==> src/rtl/inst_fetch_unit.sv <==
// Instruction fetch unit: PC register, req/ack fetch handshake and a prefetch FIFO of {pc, inst} pairs.
// Optional build macro MISALIGN_TRAP_EN adds a sticky fetch_misalign trap on unaligned redirects.
module inst_fetch_unit #(
    parameter logic [31:0] RESET_PC = 32'h0000_0000,
    parameter int          DEPTH    = 2,
    parameter logic [31:0] NOP_INST = 32'h0000_0013
) (
    input  logic        clk,
    input  logic        rst,
    input  logic        PCSel,
    input  logic [31:0] alu_out,
    input  logic        inst_consume,
    output logic        imem_req,
    output logic [31:0] imem_addr,
    input  logic        imem_ack,
    input  logic [31:0] imem_rdata,
    output logic [31:0] inst,
    output logic [31:0] pc,
    output logic [31:0] pc_plus4,
    output logic        inst_valid
`ifdef MISALIGN_TRAP_EN
    ,
    output logic        fetch_misalign
`endif
);

    localparam int             PTR_W    = $clog2(DEPTH);
    localparam logic [PTR_W:0] FULL_CNT = (PTR_W + 1)'(DEPTH);

    typedef enum logic {
        BOOT,
        RUN
    } state_e;

    state_e             state_q, state_d;
    logic [31:0]        fetch_pc_q, fetch_pc_d;
    logic [PTR_W:0]     count_q, count_d;
    logic [PTR_W-1:0]   rd_ptr_q, rd_ptr_d;
    logic [PTR_W-1:0]   wr_ptr_q, wr_ptr_d;
    logic [31:0]        fifo_pc_q   [DEPTH];
    logic [31:0]        fifo_pc_d   [DEPTH];
    logic [31:0]        fifo_inst_q [DEPTH];
    logic [31:0]        fifo_inst_d [DEPTH];
    logic               trapped;
    logic               push;
    logic               pop;

`ifdef MISALIGN_TRAP_EN
    logic misalign_q, misalign_d;
    assign trapped        = misalign_q;
    assign fetch_misalign = misalign_q;
`else
    assign trapped = 1'b0;
`endif

    // A redirect cycle never requests, so the flush can never race a handshake.
    assign imem_req   = !rst && (state_q == RUN) && !PCSel && !trapped && (count_q < FULL_CNT);
    assign imem_addr  = fetch_pc_q;
    assign push       = imem_req && imem_ack;
    assign inst_valid = (count_q != '0);
    assign pop        = inst_consume && inst_valid;

    assign inst     = inst_valid ? fifo_inst_q[rd_ptr_q] : NOP_INST;
    assign pc       = inst_valid ? fifo_pc_q[rd_ptr_q]   : fetch_pc_q;
    assign pc_plus4 = pc + 32'd4;

    always_comb begin
        state_d     = state_q;
        fetch_pc_d  = fetch_pc_q;
        count_d     = count_q;
        rd_ptr_d    = rd_ptr_q;
        wr_ptr_d    = wr_ptr_q;
        fifo_pc_d   = fifo_pc_q;
        fifo_inst_d = fifo_inst_q;
`ifdef MISALIGN_TRAP_EN
        misalign_d  = misalign_q;
`endif
        case (state_q)
            BOOT: state_d = RUN;
            RUN: begin
                if (PCSel) begin
                    count_d  = '0;
                    rd_ptr_d = '0;
                    wr_ptr_d = '0;
`ifdef MISALIGN_TRAP_EN
                    if (alu_out[1:0] != 2'b00) begin
                        misalign_d = 1'b1;
                        fetch_pc_d = alu_out;
                    end else begin
                        fetch_pc_d = alu_out;
                    end
`else
                    fetch_pc_d = alu_out & ~32'h3;
`endif
                end else begin
                    if (push) begin
                        fifo_pc_d[wr_ptr_q]   = fetch_pc_q;
                        fifo_inst_d[wr_ptr_q] = imem_rdata;
                        wr_ptr_d              = wr_ptr_q + 1'b1;
                        fetch_pc_d            = fetch_pc_q + 32'd4;
                    end
                    if (pop) begin
                        rd_ptr_d = rd_ptr_q + 1'b1;
                    end
                    case ({push, pop})
                        2'b10:   count_d = count_q + 1'b1;
                        2'b01:   count_d = count_q - 1'b1;
                        default: count_d = count_q;
                    endcase
                end
            end
            default: state_d = BOOT;
        endcase
    end

    always_ff @(posedge clk) begin
        if (rst) begin
            state_q    <= BOOT;
            fetch_pc_q <= RESET_PC;
            count_q    <= '0;
            rd_ptr_q   <= '0;
            wr_ptr_q   <= '0;
            for (int i = 0; i < DEPTH; i++) begin
                fifo_pc_q[i]   <= '0;
                fifo_inst_q[i] <= '0;
            end
`ifdef MISALIGN_TRAP_EN
            misalign_q <= 1'b0;
`endif
        end else begin
            state_q     <= state_d;
            fetch_pc_q  <= fetch_pc_d;
            count_q     <= count_d;
            rd_ptr_q    <= rd_ptr_d;
            wr_ptr_q    <= wr_ptr_d;
            fifo_pc_q   <= fifo_pc_d;
            fifo_inst_q <= fifo_inst_d;
`ifdef MISALIGN_TRAP_EN
            misalign_q  <= misalign_d;
`endif
        end
    end

endmodule
==> config.mk <==
export PLATFORM = sky130hd
export DESIGN_NAME = inst_fetch_unit
export DESIGN_NICKNAME = d
export VERILOG_FILES = /design/src/rtl/inst_fetch_unit.sv
export SDC_FILE = /design/constraint.sdc
export NUM_CORES = 1
export LEC_CHECK = 0
export CAP_MARGIN = 25
export CORE_ASPECT_RATIO = 0.8
export CORE_MARGIN = 3
export CORE_UTILIZATION = 45
export DETAILED_ROUTE_END_ITERATION = 12
export PLACE_DENSITY = 0.74
export SLEW_MARGIN = 20
export SYNTH_ARGS = -nofsm -noshare
export SYNTH_HDL_FRONTEND = slang
export SYNTH_SLANG_ARGS = --single-unit
==> constraint.sdc <==
create_clock -name clk -period 3.3 [get_ports clk]
set_input_delay 0.33 -clock clk [delete_from_list [all_inputs] [get_ports clk]]
set_output_delay 0.33 -clock clk [all_outputs]
set_load 0.03 [all_outputs]
==> metrics.md <==
| Metric | Value |
|---|---|
| Flops & latches, synth | `159` |
| Largest net degree at the start of global routing | `94` |
| WP buf/inv | `3` |
| Std-Cell Rows | `43` |
| Sink Count | `159` |
| Max-slew violations | `0` |
| Placed Instances | `1,470` |
| Register area | `3190 um^2` |
| Period Utilization, post-route | `0.964` |
| Syn_area_per_cell | `7.46 um^2` |
| Placement Setup Slack | `0.165 ns` |
| Layout area overhead | `34.5%` |
| Post-synth EDFFs | `0` |
| CP cell instances | `buf_6 -> buf_12 -> mux2_2 -> mux2i_2 -> nor2_1 -> nand4b_1 -> nor3_1 -> xor2_1 -> buf_12` |
| Core Region | `17,600 um^2` |
| Layout Skew | `0.0120 ns` |
| Wire length per cell | `16.8 um` |
| Critical Path RT | `2.97 ns` |
| Final hold slack | `0.454 ns` |
| TritonCTS clock tree | `yes` |
| Synth warnings | `0` |
| Met1 usage | `0.374` |
| Critical path type | `flip-flop to output port` |
| PnR Total Power | `4.57 mW` |
| H-tree lvl count | `4` |
| Residual DRC | `0` |
| Final Cell Area | `11,100 um^2` |
| Clock tree buffer depth | `2` |
| Reg2Reg Setup Slack | `0.71 ns` |
| Register area share after synthesis | `0.386` |
| Clk slew on worst S/H paths | `0.06 ns` |
| HP Class | `flip-flop to flip-flop` |
| Final net count | `1,338` |
| Post-Syn Instances | `1,105` |
| Crit path max-delay family | `multiplexers` |
| Die Wd | `157 um` |
| Drt via density | `5.48` |
| Max incr delay on CP | `0.49 ns` |
| Met2 usage | `0.362` |
| Final Setup Violations | `0` |
| Max-cap violation count | `0` |
| Die footprint | `20,000 um^2` |
| Port Buffers | `190` |
| Crit path capture type | `output port` |
| I/O pin count | `199` |
| Maximum VDD drop | `0.000344 V` |
| Critical Path AT | `2.85 ns` |
| Fill cell count | `1,602` |
| CTS buffer count | `17` |
| Power Density | `412 nW/um^2` |
| PnR worst setup slack | `0.118 ns` |
| Layout Cells excl Fill | `1,505` |
| Layout cells sized above 1 | `0.138` |
| Clock insertion delay at the later pin of the skew report | `0.43 ns` |
| GPL Wtd Cong | `0.903` |
| Top FF cell, synth | `dfxtp_1` |
| Synth top area cells | `dfxtp_1 (39%), nand2_1 (14%), a21oi_1 (9.7%)` |
| Leakage power | `3.85 nW` |
| Leading cell type in the layout, fill and taps excluded | `nand2_1` |
| RSZ-0062 raised after global routing | `true` |
| GR Util met3 | `0.0515` |
| Top cell type's share of synthesized area | `0.386` |
| Die height | `127 um` |
| Initial antenna violation count | `0` |
| Synth cell types | `57` |
| Grt ovf | `0` |
| Root buf cell | `clkbuf_16` |
| Final wirelength | `25,200 um` |
| Post-route minimum period | `3.18 ns` |
| Multi-input logic area | `4660 um^2` |
| Critical path startpoint category | `flip-flop` |
| Antenna violation net count after detailed routing | `0` |
| Starting Density | `0.467` |
| Synth async-reset ratio | `0` |
| GR peak layer | `met1` |
| Diode count | `0` |
| Max frequency | `314 MHz` |
| Crit-path slowest cell | `dfxtp_4` |
| Vias in the first global route | `7,560` |
| Fin util | `0.629` |
| Final hold violations | `0` |
| Netlist Area Pre-Place | `8250 um^2` |
| Post-route setup TNS | `0 ns` |
| Relative slew slack | `0.330` |
| Critical-path maximum fanout | `20` |
| CTS hold repair buffers | `0` |
| Outcome | `finished, final reports clean` |
| Initial DRC count | `749` |
| Drt first pass iters | `5` |
| Commonest non-fill, non-tap cells in the layout | `nand2_1 (299), a21oi_1 (160), dfxtp_1 (157)` |
| First-pass GRT wire length | `40,200 um` |
| Via count | `8,242` |
| Most frequent cell on the critical path | `buf_12` |
| Slew of the pin with the lowest slew margin | `1.00 ns` |
| Dpl hpwl | `16,700 um` |
| Total global-route track usage | `0.249` |
| Area of placed instances | `10,400 um^2` |
| Area leader, netlist | `dfxtp_1` |
-- state kept, by name, summed over array words and instances (netlist names) --
signal,count
count_q,2
fifo_inst_q,64
fifo_pc_q,60
imem_addr,30
rd_ptr_q,1
state_q,1
wr_ptr_q,1
-- per-layer routing --
layer  vias to the layer above  routed length, um
met4                         0                245
met1                      3810              11800
met2                       361              10800
met3                        21               2380
li1                       4050                  -
met5                         -                  0
-- cell families (layout without fill, tap and decap cells) --
group / after synthesis / after routing / share of synthesized area
adder cells (fa/ha/maj): 2 / 2 / 0.00303
buffers and inverters: 124 / 294 / 0.0634
multiplexers: 80 / 80 / 0.0995
AND/OR/NAND/NOR: 464 / 464 / 0.249
XOR/XNOR: 29 / 29 / 0.0308
AO/OA/AOI/OAI: 246 / 246 / 0.168
other: 1 / 6 / 0.000455
flip-flops: 159 / 159 / 0.386
-- where the power goes --
group	internal, mW	switching (mW)	total (mW)	leakage, nW
Sequential	1.95	0.0495	2.00	1.29
Clock	1.06	0.864	1.93	0.282
Combinational	0.266	0.374	0.640	2.29
-- worst paths after layout --
check / startpoint / to / cells after the start
setup / recovery: rd_ptr_q / pc_plus4[30] / 9
hold / removal: fifo_pc_q[60] / fifo_pc_q[60] / 2
setup reg to reg: imem_addr[2] / imem_addr[31] / 6
hold reg to reg: fifo_pc_q[60] / fifo_pc_q[60] / 2
-- worst min-delay path: stages, from the launching register on --
cell and delay (ns):
dfxtp_1 0.31, nand2_1 0.05, a21oi_1 0.05
-- layout make-up --
cell class / instances / area share
inverter: 30 / 0.0104
sequential: 159 / 0.287
clock inverter: 15 / 0.0135
clock buffer: 17 / 0.0383
timing repair buffer: 232 / 0.205
tap: 225 / 0.0254
multi-input combinational: 827 / 0.420
-- cells in the mapped netlist, types with 4 or more instances --
cell type and number:
nand2_1 299, a21oi_1 160, dfxtp_1 159, clkbuf_1 70
nor2_1 69, mux2i_1 64, inv_1 28, o21ai_0 28
nor3_1 27, nand3_1 25, xnor2_1 22, mux2_2 16
a211oi_1 10, buf_4 9, buf_2 7, xor2_1 7
a21o_1 6, and3_1 6, buf_1 6, nand4_1 6
nor4_1 5, nor4_2 5, a22oi_1 4, a31o_2 4
a31oi_1 4, o21ai_1 4
-- timing repair --
action,CTS,global route
endpoints found under the hold margin,0,0
resized for setup,2,16
setup endpoints to repair,18,18
cloned,0,0
pin swaps,0,1
setup buffers,1,2
No activity file was read; power rests on OpenSTA's default activity.
